File: src/rtl/dbg_bus_initiator.sv
// dbg_bus_initiator
//
// Debug-side bus initiator. Takes single read/write commands from the debug
// transport and runs each one as a femto data-bus transaction. Only one
// transaction is outstanding at a time. The address auto-increments after
// every successful access, which lets the debugger stream blocks without
// resending the address. Each command returns OK, FAULT or (optionally)
// TIMEOUT.
//
// Handshakes (command and response side): a transfer happens on a rising
// clk edge where valid and ready are both high. The initiator of a transfer
// holds valid and its payload stable until that edge. The receiver may
// change ready at any time, and ready never depends combinationally on valid.
//
// Ports
//   clk, rst          clock; synchronous active-high reset
//   cmd_valid/ready   command handshake
//   cmd_addr_set      1 = load cmd_addr; 0 = use the auto-incremented address
//   cmd_addr          byte address
//   cmd_w_rb          1 = write, 0 = read
//   cmd_acc           access size code (1B / 2B / 4B)
//   cmd_wdata         write data, forwarded unmodified
//   rsp_valid/ready   response handshake
//   rsp_rdata         read data (0 for writes, faults and timeouts)
//   rsp_status        2'b00 OK, 2'b01 FAULT, 2'b10 TIMEOUT
//   busy              high whenever the FSM is not idle
//   addr/w_rb/acc/wdata/req   bus request (all registered)
//   rdata/resp/fault  bus response
//   dbg_state         current FSM state (0 IDLE, 1 REQ, 2 RSP)
//
// Build option: define DBG_BUS_TIMEOUT_EN to abort a request after
// TIMEOUT_CYCLES cycles without resp/fault. Without it, REQ waits forever.

module dbg_bus_initiator #(
    parameter int XLEN           = 32,
    parameter int BUS_WIDTH      = 32,
    parameter int BUS_ACC_CNT    = 3,
    parameter int BUS_ACC_1B     = 0,
    parameter int BUS_ACC_2B     = 1,
    parameter int BUS_ACC_4B     = 2,
    parameter int TIMEOUT_CYCLES = 255,
    localparam int ACC_W         = $clog2(BUS_ACC_CNT)
) (
    input  logic                 clk,
    input  logic                 rst,
    input  logic                 cmd_valid,
    output logic                 cmd_ready,
    input  logic                 cmd_addr_set,
    input  logic [XLEN-1:0]      cmd_addr,
    input  logic                 cmd_w_rb,
    input  logic [ACC_W-1:0]     cmd_acc,
    input  logic [BUS_WIDTH-1:0] cmd_wdata,
    output logic                 rsp_valid,
    input  logic                 rsp_ready,
    output logic [BUS_WIDTH-1:0] rsp_rdata,
    output logic [1:0]           rsp_status,
    output logic                 busy,
    output logic [XLEN-1:0]      addr,
    output logic                 w_rb,
    output logic [ACC_W-1:0]     acc,
    output logic [BUS_WIDTH-1:0] wdata,
    output logic                 req,
    input  logic [BUS_WIDTH-1:0] rdata,
    input  logic                 resp,
    input  logic                 fault,
    output logic [1:0]           dbg_state
);

    typedef enum logic [1:0] {
        S_IDLE = 2'd0,
        S_REQ  = 2'd1,
        S_RSP  = 2'd2
    } state_t;

    localparam logic [1:0] ST_OK      = 2'b00;
    localparam logic [1:0] ST_FAULT   = 2'b01;
    localparam logic [1:0] ST_TIMEOUT = 2'b10;

    state_t state, state_next;

    logic                 cmd_ready_q;
    logic                 rsp_valid_q;
    logic [BUS_WIDTH-1:0] rsp_rdata_q;
    logic [1:0]           rsp_status_q;
    logic [XLEN-1:0]      addr_q;
    logic [XLEN-1:0]      auto_addr;
    logic                 w_rb_q;
    logic [ACC_W-1:0]     acc_q;
    logic [BUS_WIDTH-1:0] wdata_q;
    logic                 req_q;

    logic            accept;
    logic            done_ok;
    logic            done_fault;
    logic            done_to;
    logic            to_hit;
    logic [XLEN-1:0] addr_inc;
    logic [XLEN-1:0] start_addr;

`ifdef DBG_BUS_TIMEOUT_EN
    // Counts REQ cycles already spent without a response; the abort fires
    // in the cycle that would make the count reach TIMEOUT_CYCLES, so req
    // is high for exactly TIMEOUT_CYCLES cycles.
    logic [7:0] to_cnt;

    assign to_hit = ((to_cnt + 8'd1) == 8'(TIMEOUT_CYCLES));

    always_ff @(posedge clk) begin
        if (rst) begin
            to_cnt <= 8'd0;
        end else if (accept) begin
            to_cnt <= 8'd0;
        end else if (state == S_REQ) begin
            to_cnt <= to_cnt + 8'd1;
        end
    end
`else
    // No timeout hardware: TIMEOUT_CYCLES is at least 1, so this is 0.
    assign to_hit = (TIMEOUT_CYCLES == 0);
`endif

    // Unknown size codes advance the address by nothing.
    always_comb begin
        addr_inc = '0;
        case (acc_q)
            ACC_W'(BUS_ACC_1B): addr_inc = XLEN'(1);
            ACC_W'(BUS_ACC_2B): addr_inc = XLEN'(2);
            ACC_W'(BUS_ACC_4B): addr_inc = XLEN'(4);
            default:            addr_inc = '0;
        endcase
    end

    assign start_addr = cmd_addr_set ? cmd_addr : auto_addr;

    always_ff @(posedge clk) begin
        if (rst) begin
            state <= S_IDLE;
        end else begin
            state <= state_next;
        end
    end

    // fault has priority over resp; bus responses outside REQ are ignored.
    always_comb begin
        state_next = state;
        accept     = 1'b0;
        done_ok    = 1'b0;
        done_fault = 1'b0;
        done_to    = 1'b0;
        case (state)
            S_IDLE: begin
                if (cmd_valid && cmd_ready_q) begin
                    accept     = 1'b1;
                    state_next = S_REQ;
                end
            end
            S_REQ: begin
                if (fault) begin
                    done_fault = 1'b1;
                    state_next = S_RSP;
                end else if (resp) begin
                    done_ok    = 1'b1;
                    state_next = S_RSP;
                end else if (to_hit) begin
                    done_to    = 1'b1;
                    state_next = S_RSP;
                end
            end
            S_RSP: begin
                if (rsp_ready) begin
                    state_next = S_IDLE;
                end
            end
            default: state_next = S_IDLE;
        endcase
    end

    always_ff @(posedge clk) begin
        if (rst) begin
            cmd_ready_q  <= 1'b0;
            rsp_valid_q  <= 1'b0;
            rsp_rdata_q  <= '0;
            rsp_status_q <= ST_OK;
            addr_q       <= '0;
            auto_addr    <= '0;
            w_rb_q       <= 1'b0;
            acc_q        <= '0;
            wdata_q      <= '0;
            req_q        <= 1'b0;
        end else begin
            // Registered so a new command is taken no earlier than the
            // cycle after the response handshake.
            cmd_ready_q <= (state_next == S_IDLE);

            if (accept) begin
                addr_q    <= start_addr;
                auto_addr <= start_addr;
                w_rb_q    <= cmd_w_rb;
                acc_q     <= cmd_acc;
                wdata_q   <= cmd_wdata;
                req_q     <= 1'b1;
            end

            if (done_ok) begin
                req_q        <= 1'b0;
                rsp_valid_q  <= 1'b1;
                rsp_status_q <= ST_OK;
                rsp_rdata_q  <= w_rb_q ? '0 : rdata;
                auto_addr    <= addr_q + addr_inc;
            end

            if (done_fault || done_to) begin
                req_q        <= 1'b0;
                rsp_valid_q  <= 1'b1;
                rsp_status_q <= done_fault ? ST_FAULT : ST_TIMEOUT;
                rsp_rdata_q  <= '0;
            end

            if (state == S_RSP && rsp_ready) begin
                rsp_valid_q <= 1'b0;
            end
        end
    end

    assign cmd_ready  = cmd_ready_q;
    assign rsp_valid  = rsp_valid_q;
    assign rsp_rdata  = rsp_rdata_q;
    assign rsp_status = rsp_status_q;
    assign busy       = (state != S_IDLE);
    assign addr       = addr_q;
    assign w_rb       = w_rb_q;
    assign acc        = acc_q;
    assign wdata      = wdata_q;
    assign req        = req_q;
    assign dbg_state  = state;

endmodule
File: config.mk
export PLATFORM = sky130hd
export DESIGN_NAME = dbg_bus_initiator
export DESIGN_NICKNAME = d
export VERILOG_FILES = /design/src/rtl/dbg_bus_initiator.sv
export SDC_FILE = /design/constraint.sdc
export NUM_CORES = 1
export LEC_CHECK = 0
export BUFFER_PORTS_ARGS = -buffer_cell sky130_fd_sc_hd__clkbuf_2
export CORE_ASPECT_RATIO = 0.75
export CORE_UTILIZATION = 30
export DETAILED_ROUTE_END_ITERATION = 8
export PLACE_DENSITY = 0.62
export SLEW_MARGIN = 20
export SYNTH_ARGS = -nofsm -noshare
export SYNTH_HDL_FRONTEND = slang
export SYNTH_SLANG_ARGS = --single-unit
File: constraint.sdc
create_clock -name clk -period 2.1 [get_ports clk]
set_input_delay 0.21 -clock clk [delete_from_list [all_inputs] [get_ports clk]]
set_output_delay 0.21 -clock clk [all_outputs]
set_load 0.005 [all_outputs]
# --- Word-level counts from Yosys, hierarchy flattened ---
# Cells that the tools add are included.
word_totals:
  regBits: 138
op_classes:
  addsub: 1
  eq_ne: 4
  muxes: 21
  reduce_logical: 11
op_table:
  columns: ["operator", "n"]
  rows:
  - ["$mux 32", 4]
  - ["$add 32x32->32", 1]
  - ["$mux 2", 6]
  - ["$mux 1", 9]
  - ["$pmux 3 s3", 1]
  - ["$logic_not 2->1", 3]
  - ["$pmux 2 s3", 1]
  - ["$reduce_bool 2->1", 3]
  - ["$eq 2x1->1 const B", 2]
  - ["$eq 2x2->1 const B", 2]
  - ["$reduce_or 2->1", 2]
  - ["$reduce_or 3->1", 1]
  - ["$logic_and 1x1->1", 2]

# --- Longest topological paths before layout ---
# Gate-level depths: netlist of the first run.
logic_depth:
  ltp_word: 5
  ltp_mapped: 8
  depth_no_buf: 8

# --- Worst setup path after synthesis of the first run ---
# No wires, ideal clock.
synth_timing:
  path_kind: "flip-flop to flip-flop"
  startpoint: "reg acc_q[1] (netlist: acc[1])"
  endpoint: "reg auto_addr[31]"
  setup_time_ps: 74
  arrival_time_ps: 2008
  required_ps: 2026
  setup_slack_ps: 18
  path_stages_with_launch: 9
  n_path_buf: 1
  synth_period_minus_slack_ps: 2082
  path_cell_list: "dfxtp_1 -> nor2b_1 -> ha_1 -> nand3_1 -> and2_1 -> clkbuf_1 -> or3_1 -> or3_1 -> a31oi_1"
synth_via:
  elab_chain_len: 4
  elab_cells_between_ends: 6
  classes_between: "add/sub (1); eq/ne (2); mux (2); reduce/logical (1)"
synth_rtl:
  columns: ["item", "line_no", "rtl"]
  rows:
  - ["start: declaration", "88", "logic [ACC_W-1:0] acc_q;"]
  - ["start signal: assignment", "199", "acc_q <= cmd_acc;"]
  - ["$eq 2x2->1 (tied with other cells)", "125", "case (acc_q)"]
  - ["$pmux 3 s3 (*)", "125", null]
  - ["$add 32x32->32 (*)", "209", "auto_addr <= addr_q + addr_inc;"]
  - ["$mux 32 (*)", "204", "if (done_ok) begin"]
  - ["end signal: assignment", "197", "auto_addr <= start_addr;"]
  - ["end signal: assignment", "209", null]
  - ["end: declaration", "86", "logic [XLEN-1:0] auto_addr;"]
# Mark *: on every way between the ends. The rest lies on a longest branch, timed or not.
# A chain may end at the register's enable or synchronous reset.

# --- Worst setup path after layout of the first run ---
# Same ends and word-level chain as after synthesis.

==> results of run 1 <==
stage by stage:
step,area [um^2],hold WS (ns),total power [mW]
5_1_grt,8440,0.00300,7.12
3_3_place_gp,7440,0.420,3.69
4_1_cts,8330,0.000809,6.89
3_5_place_dp,7440,0.424,3.70
2_1_floorplan,5950,0.307,3.30
6_report,8440,0.0136,6.84
sequential cells by signal, indices dropped and copies added, names as in the netlist:
name        flops
acc             2
cmd_ready       1
addr           32
auto_addr      32
rsp_valid       1
dbg_state       2
rsp_rdata      32
req             1
w_rb            1
rsp_status      1
wdata          32
timing repair:
item	4_1_cts	5_1_grt
hold buffers	27	1
setup endpoints to repair	1	22
hold endpoints to repair	27	1
pin swaps	1	7
setup buffers	1	2
resized for setup	0	21
cloned	0	0
cells by family after synthesis:
family          synth area share, %
mux                            5.39
flops                          46.1
fa+ha+maj                     0.968
xor+xnor                       3.39
other cells                  0.0631
compound gates                 20.5
simple gates                   19.5
buf+inv                        4.06
area by class of cell:
cell class,count,area [um^2]
fill,1952,10900
multi-input combinational,490,3060
sequential,137,2750
timing repair buffer,283,1690
clock buffer,19,433
tap,253,317
clock inverter,12,176
inverter,4,15.0
antenna,1,2.50
cell usage in the layout (no fill, tap or decap), types with 7 or more instances in the layout:
cell,Yosys,layout
clkbuf_2,0,210
dfxtp_1,137,135
nand2_1,127,126
a21oi_1,64,62
nor2_1,51,51
buf_4,2,43
a211oi_1,38,38
mux2i_1,32,32
a22o_1,30,30
dlygate4sd3_1,0,28
xnor2_1,20,20
clkbuf_16,0,17
nand3_1,13,12
a22oi_1,10,10
a31o_2,10,10
nor3_1,10,8
nand4_1,7,7
or3_1,8,7
routing by layer:
| layer | vias up | GRT usage, % | routed length (um) |
|---|---|---|---|
| li1 | 2948 | - | - |
| met5 | - | 0 | 11 |
| met4 | 2 | 3.61 | 76 |
| met1 | 2753 | 24.5 | 9120 |
| met3 | 12 | 5.49 | 1210 |
| met2 | 148 | 26.3 | 8030 |
synthesized netlist by cell type (8+ instances only):
cell and count:
a31o_2 10, a21oi_1 64, a211oi_1 38, dfxtp_1 137
nor3_1 10, xnor2_1 20, a22oi_1 10, nand3_1 13
mux2i_1 32, a22o_1 30, nand2_1 127, or3_1 8
clkbuf_1 41, nor2_1 51
critical path, cell delays in order, from the launching register on:
cell	delay [ns]
dfxtp_2	0.33
nor2b_1	0.13
ha_1	0.36
nand3_2	0.15
and2_4	0.19
or3_4	0.33
or3_1	0.34
a31oi_1	0.12
path summary, 6_finish.rpt:
path | from | end | slack, ns
worst max-delay path | acc[1]$_SDFFE_PP0P_ | auto_addr[31]$_SDFFE_PP0P_ | 0.08
worst min-delay path | cmd_wdata[9] | wdata[9]$_SDFFE_PP0P_ | 0.01
worst max register to register | acc[1]$_SDFFE_PP0P_ | auto_addr[31]$_SDFFE_PP0P_ | 0.08
worst min register to register | wdata[18]$_SDFFE_PP0P_ | wdata[18]$_SDFFE_PP0P_ | 0.45
power by group through the flow:
| stage | logic [mW] | registers [mW] | clock network, mW |
|---|---|---|---|
| 2_1_floorplan | 0.405 | 2.89 | 0 |
| 3_3_place_gp | 0.801 | 2.89 | 0 |
| 3_5_place_dp | 0.807 | 2.89 | 0 |
| 4_1_cts | 0.851 | 2.83 | 3.21 |
| 5_1_grt | 0.952 | 2.85 | 3.32 |
| 6_report | 0.859 | 2.83 | 3.15 |
==> metrics.cfg, run 1 <==
[status]
status = finished, final reports clean

[timing]
setup_viol = 0
rsz0062_at_grt = true
fin_worst_skew_ns = 0.0103
finalHoldViolations = 0
tns_ns = 0
worst_slew_pin_slew_ns = 0.641
fin_crit_ns = 2.02
slew-limit-headroom_pct = 57.3
min_period_over_period_pct = 96.1
fmax_mhz = 496
worst_slack_ns = 0.0822
drv_slew = 0

[routing]
final_antenna_net_count = 0
viasPerCell = 4.89
drt_iter0_markers = 221
vias = 5863
firstDrtPassIters = 5
drc = 0
totalWireLength_mm = 18.5
wire_per_inst_um = 15.4

[cells_and_area]
area_growth_pct = 42.0
fin_nets = 1043
final_util_pct = 43.6
drive_gt1_share_pct = 33.4
fin_cells = 1199

[place]
place_inst = 1136
hpwl_mm = 12.7
port_buffers = 211
place_ws_ns = 0.00268
gp_congestion = 0.802

[grt]
grt-ovfl-total = 0
grt_pass1_wl_mm = 27.8
grt_pass1_vias = 5265
grt_max_degree = 55
antenna_found_initial = 2
grtUsageTotal_pct = 17.5

[yosys]
synthCells = 687
synth_top_area_cell = dfxtp_1
ys_async_sr_fraction_pct = 0
ys_seq_area_share_pct = 46.1
synth_cell_type_count = 48
postSynthRegisterBits = 137
syn_nets = 797
synth_top_area_share_pct = 46.1
avgSynthCellArea_um2 = 8.65
yosysWarningCount = 0
ys.flop_type = dfxtp_1
mappedNetlistArea_mm2 = 0.00595
synth_edf_count = 0
synthTopCellsByArea = dfxtp_1, nand2_1, a21oi_1, mux2i_1, a211oi_1

[setup_path]
cp-start-kind = register
critPathKind = reg2reg
arrival_ns = 2.36
cp_data_required_time_ns = 2.44
reg2regPathDepth = 7
endpoint_kind = register
cp_max_fo = 4

[die]
start_util_pct = 30.7
io_pins = 213
die_area_mm2 = 0.0204
rows = 44
core_mm2 = 0.0194
die_w_um = 165
dieHeight_um = 124

[clock_network]
ctsHtreeMaxLevel = 4
root_buffer = clkbuf_16
clockBufferDepth = 2
clock_latency_ns = 0.42
clkSlewWorstSetupHoldPaths_ns = 0.06
cts_buffers = 17
cts_tree = done
cts_sinks = 137

[power_and_ir_drop]
p_clk_share_pct = 46.1
switching_share_pct = 25.2
comb_power_share_pct = 12.6
p_seq_share_pct = 41.4
switchingPower_mw = 1.72
internal_power_mw = 5.12
irDropWorstVdd_mv = 0.500
power_density_mw_per_mm2 = 810
p_leak_nw = 3.58

[min_path]
hold_depth = 3
hold_path_class = in2reg

[run]
drv_cap = 0

No activity file was read; power rests on OpenSTA's default activity.
==> run 2: changes to the inputs <==
--- a/config.mk
+++ b/config.mk
@@ -10,6 +10,7 @@
 export CORE_UTILIZATION = 30
 export DETAILED_ROUTE_END_ITERATION = 8
 export PLACE_DENSITY = 0.62
+export REMOVE_ABC_BUFFERS = 1
 export SLEW_MARGIN = 20
 export SYNTH_ARGS = -nofsm -noshare
 export SYNTH_HDL_FRONTEND = slang
==> metrics.cfg, run 2 (synthesis results as in run 1) <==
[status]
status = finished, final reports clean

[timing]
fmax_mhz = 489  ; -1.3%
min_period_over_period_pct = 97.4  ; +1.3 points
fin_crit_ns = 2.04  ; +0.0269 ns
worst_slack_ns = 0.0552  ; -0.0269 ns
rsz0062_at_grt = true
worst_slew_pin_slew_ns = 0.503  ; -0.139 ns
holdWs_ns = 0.00790  ; -0.00567 ns
drv_slew = 0  ; unchanged
finalHoldViolations = 0  ; unchanged
slew-limit-headroom_pct = 66.3  ; +9.0 points
fin_worst_skew_ns = 0.0129  ; +0.00259 ns
setup_viol = 0  ; unchanged

[clock_network]
clkSlewWorstSetupHoldPaths_ns = 0.07  ; about the same
root_buffer = clkbuf_16
cts_sinks = 137  ; unchanged
clock_latency_ns = 0.43  ; about the same
cts_tree = done
clockBufferDepth = 2  ; unchanged
ctsHtreeMaxLevel = 4  ; unchanged
cts_buffers = 17  ; unchanged

[grt]
grt_pass1_wl_mm = 28.4  ; +2.0%
gr-usage-met2_pct = 26.7  ; +0.39 points
grtUsageTotal_pct = 17.9  ; +0.36 points
grt_max_degree = 63  ; +15%
antenna_found_initial = 3  ; +1
grt-ovfl-total = 0  ; unchanged
grt_pass1_vias = 5427  ; +3.1%
grtUsageMet3_pct = 5.26  ; -0.23 points
met1_usage_pct = 24.8  ; +0.26 points
grt_busiest_layer = met2

[setup_path]
rr_startpoint = acc[1]$_SDFFE_PP0P_
reg2regPathDepth = 7  ; unchanged
cp_common_cell = or3_1
critPathKind = reg2reg
arrival_ns = 2.39  ; +0.03 ns
cp-start-kind = register
cpLargestDelayFamily = simple AND/OR/NAND/NOR gates
cp_cell_sequence = nor2b_1, ha_1, nand3_2, and2_4, or3_1, or3_1, a31oi_1
cpPeakStageDelay_ns = 0.37  ; about the same
r2r_slack_ns = 0.06  ; -0.03 ns
r2r_end = auto_addr[31]$_SDFFE_PP0P_
endpoint = auto_addr[31]$_SDFFE_PP0P_
path_depth = 7  ; unchanged
endpoint_kind = register
slowest_stage = ha_1
cp_max_fo = 4  ; unchanged
startpoint = acc[1]$_SDFFE_PP0P_
cp_data_required_time_ns = 2.45  ; about the same
crit_buf_inv = 0  ; unchanged

[die]
dieHeight_um = 124  ; unchanged
start_util_pct = 30.7  ; unchanged
io_pins = 213  ; unchanged
rows = 44  ; unchanged
die_area_mm2 = 0.0204  ; unchanged
core_mm2 = 0.0194  ; unchanged
die_w_um = 165  ; unchanged

[cells_and_area]
final_common_cell = clkbuf_2
fin_nets = 1071  ; +2.7%
fin_cells = 1228  ; +2.4%
area_growth_pct = 45.9
final_cell_mix = clkbuf_2, dfxtp_1, nand2_1, a21oi_1
drive_gt1_share_pct = 33.3  ; -0.17 points

[place]
place_inst = 1145  ; +0.79%
gp_congestion = 0.783  ; -2.4%
place_ws_ns = -0.0106  ; -0.0133 ns
port_buffers = 211  ; unchanged
hpwl_mm = 12.8  ; +0.61%

[routing]
drc = 0  ; unchanged
drt_iter0_markers = 415  ; +88%
vias = 5963  ; +1.7%
wire_per_inst_um = 15.2  ; -1.2%
firstDrtPassIters = 5  ; unchanged
viasPerCell = 4.86  ; -0.70%
totalWireLength_mm = 18.7  ; +1.2%
final_antenna_net_count = 0  ; unchanged

[run]
drv_cap = 0  ; unchanged

[power_and_ir_drop]
power_density_mw_per_mm2 = 773  ; -4.6%
p_leak_nw = 3.68  ; +2.8%
irDropWorstVdd_mv = 0.492  ; -1.7%

[min_path]
worstHoldStart = cmd_wdata[22]
hold_path_class = in2reg

==> run 2: layer usage <==
metal  vias to the layer above  share of wire, %
li1                       2998                 -
met1                      2773                47
met2                       168                46
met3                        20               5.8
met4                         4              0.97
met5                         -              0.16
==> run 2: through the flow <==
stage	utilization, %	TNS (ns)	power [mW]	cell area, um^2
final	44.8	0	6.70	8670
after global routing	44.7	-0.196	7.00	8670
after CTS	44.3	0	6.75	8590
after detailed placement	38.8	-0.0106	3.72	7520
after global placement	38.8	0	3.71	7520
after floorplan	-	-64.51	3.24	5720
==> run 2: what timing repair did <==
action	4_1_cts	5_1_grt
setup endpoints to repair	1	20
cloned	0	0
pin swaps	0	6
hold buffers	48	0
endpoints found under the hold margin	48	0
setup buffers	0	2
resized for setup	2	15
==> run 2: area by class of cell <==
class                   count  area (um^2)
diodes                      1         2.50
clock buffers              17          425
clock inverters            15          153
fillers                  1889        10700
inverters                   4         15.0
multi-input cells         490         3050
flip-flops and latches    137         2740
well taps                 253          317
repair buffers            311         1970
==> run 2: power breakdown <==
part	internal (mW)	switching [mW]
clock	1.67	1.30
combinational	0.450	0.468
sequential	2.73	0.0857
==> run 2: tightest hold or removal path, stage by stage <==
cell and delay [ns]:
clkbuf_2 0.08, nand2_1 0.05, a21oi_1 0.05
==> run 2: how the worst min path moves through the flow <==
| stage | to | slack, ns | cells after the start |
|---|---|---|---|
| floorplan | acc[0]$_SDFFE_PP0P_ | 0.28 | 1 |
| global placement | rsp_rdata[16]$_SDFFE_PP0P_ | 0.42 | 2 |
| detailed placement | rsp_rdata[3]$_SDFFE_PP0P_ | 0.42 | 2 |
| CTS | wdata[22]$_SDFFE_PP0P_ | 0.0002 | 3 |
| global route | wdata[11]$_SDFFE_PP0P_ | 0.0009 | 3 |
| finish | wdata[22]$_SDFFE_PP0P_ | 0.008 | 3 |
==> run 3: changes to the inputs <==
==> constraint.sdc (replaced) <==
create_clock -name clk -period 2.1 [get_ports clk]
set_input_delay 0.525 -clock clk [delete_from_list [all_inputs] [get_ports clk]]
set_output_delay 0.525 -clock clk [all_outputs]
set_load 0.005 [all_outputs]
==> metrics.cfg, run 3 (synthesis results as in run 1) <==
[grt]
grt_pass1_vias = 5100  ; -6.0%
grtUsageTotal_pct = 17.4  ; -0.50 points
grt-ovfl-total = 0  ; unchanged
antenna_found_initial = 1  ; -2
grt_pass1_wl_mm = 27.2  ; -4.2%
grt_max_degree = 103  ; +63%

[place]
hpwl_mm = 12.6  ; -1.7%
port_buffers = 211  ; unchanged
gp_congestion = 0.815  ; +4.0%

[timing]
fin_crit_ns = 2.02  ; -0.0252 ns
min_period_over_period_pct = 96.2  ; -1.2 points
finalHoldViolations = 0  ; unchanged
fin_worst_skew_ns = 0.00890  ; -0.00402 ns
tns_ns = 0  ; unchanged
setup_viol = 0  ; unchanged
drv_slew = 0  ; unchanged
fmax_mhz = 495  ; +1.2%

[setup_path]
cp_max_fo = 6  ; +2
endpoint_kind = register
cp_data_required_time_ns = 2.44  ; about the same
critPathKind = reg2reg
cp_cell_sequence = nor2b_2, ha_1, nand3_4, a211o_4, nor4_4, xnor2_1, a211oi_1
cpPeakStageDelay_ns = 0.41  ; +0.04 ns
r2r_slack_ns = 0.08  ; +0.03 ns
cp-start-kind = register
cpLargestDelayFamily = compound AO/OA/AOI/OAI gates
slowest_stage = a211o_4
crit_buf_inv = 0  ; unchanged
arrival_ns = 2.36  ; -0.03 ns

[die]
die_area_mm2 = 0.0204  ; unchanged
rows = 44  ; unchanged
dieHeight_um = 124  ; unchanged
die_w_um = 165  ; unchanged
core_mm2 = 0.0194  ; unchanged
io_pins = 213  ; unchanged
start_util_pct = 30.7  ; unchanged

[routing]
vias = 5732  ; -3.9%
firstDrtPassIters = 7  ; +2
drt_iter0_markers = 419  ; +0.96%
totalWireLength_mm = 18.2  ; -2.3%
drc = 0  ; unchanged
viasPerCell = 4.86  ; +0.12%
final_antenna_net_count = 0  ; unchanged
wire_per_inst_um = 15.5  ; +1.7%

[clock_network]
cts_tree = done
cts_sinks = 137  ; unchanged
clkSlewWorstSetupHoldPaths_ns = 0.07  ; about the same
root_buffer = clkbuf_16
cts_hold_buf = 0  ; -100%
clock_latency_ns = 0.42  ; about the same
cts_buffers = 17  ; unchanged
clockBufferDepth = 2  ; unchanged
ctsHtreeMaxLevel = 4  ; unchanged

[power_and_ir_drop]
power_density_mw_per_mm2 = 821  ; +6.3%
p_leak_nw = 3.49  ; -5.1%
irDropWorstVdd_mv = 0.440  ; -10%
power_mw = 6.78  ; +1.2%

[cells_and_area]
fin_nets = 1023  ; -4.5%
final_cell_mix = clkbuf_2, dfxtp_1, nand2_1, a21oi_1, nor2_1
multi_input_area_mm2 = 0.00306  ; +0.49%
nFillCells = 1958  ; +3.7%
drive_gt1_share_pct = 35.2  ; +1.9 points
antennaDiodeCount = 0  ; -1
register_area_mm2 = 0.00275  ; about the same
final_common_cell = clkbuf_2
area_growth_pct = 38.9

[status]
status = finished, final reports clean

[min_path]
hold_path_class = in2reg

[run]
drv_cap = 0  ; unchanged

run 3: cell types whose count changed in the layout (fill, tap and decap cells not counted), sizes merged:
cell,before,now
inv,14,13
clkinv,2,1
diode,1,0
clkinvlp,2,3
bufinv,1,2
dlygate4sd3,48,0
run 3: area by class of cell:
| cell class | count | area share, % |
|---|---|---|
| Timing Repair Buffer | 263 | 18.3 |
| Clock buffer | 17 | 5.15 |
| Inverter | 4 | 0.182 |
| Clock inverter | 15 | 2.18 |
| Tap cell | 253 | 3.83 |
| Multi-Input combinational cell | 490 | 37.1 |
| Sequential cell | 137 | 33.2 |
run 3: power by group:
| group | internal, mW | switching (mW) |
|---|---|---|
| clock network | 1.80 | 1.31 |
| logic | 0.400 | 0.459 |
| registers | 2.73 | 0.0890 |
| total | 4.93 | 1.86 |
run 3: stage by stage:
step / std cells / cell area, um^2 / hold WS [ns] / util, % / worst slack [ns]
2_1_floorplan: 631 / 5720 / 0.430 / - / -1.41
3_3_place_gp: 1144 / 7540 / 0.441 / 38.9 / 0.0625
3_5_place_dp: 1144 / 7540 / 0.447 / 38.9 / -0.0465
4_1_cts: 1176 / 8150 / 0.292 / 42.1 / 0.0137
5_1_grt: 1179 / 8260 / 0.293 / 42.6 / -0.000742
6_report: 1179 / 8260 / 0.306 / 42.6 / 0.0805
run 3: final timing paths:
check | startpoint | endpoint | cells past startpoint
worst max-delay path | acc[0]$_SDFFE_PP0P_ | auto_addr[27]$_SDFFE_PP0P_ | 7
worst min-delay path | rdata[23] | rsp_rdata[23]$_SDFFE_PP0P_ | 2
worst max register to register | acc[0]$_SDFFE_PP0P_ | auto_addr[27]$_SDFFE_PP0P_ | 7
worst min register to register | wdata[13]$_SDFFE_PP0P_ | wdata[13]$_SDFFE_PP0P_ | 2
run 3: routing by layer:
metal / part of all wire [%] / vias up / GRT usage, %
met4: 0.92 / 2 / 5.73
met3: 7.9 / 20 / 5.79
met1: 48 / 2633 / 23.9
li1: - / 2903 / -
met5: 0.071 / - / 0
met2: 44 / 174 / 25.4
run 3: what timing repair did:
action / in CTS / in global routing
pin swaps: 0 / 8
gates cloned: 0 / 0
setup buffers: 0 / 3
setup endpoints to repair: 1 / 15
resized for setup: 1 / 20
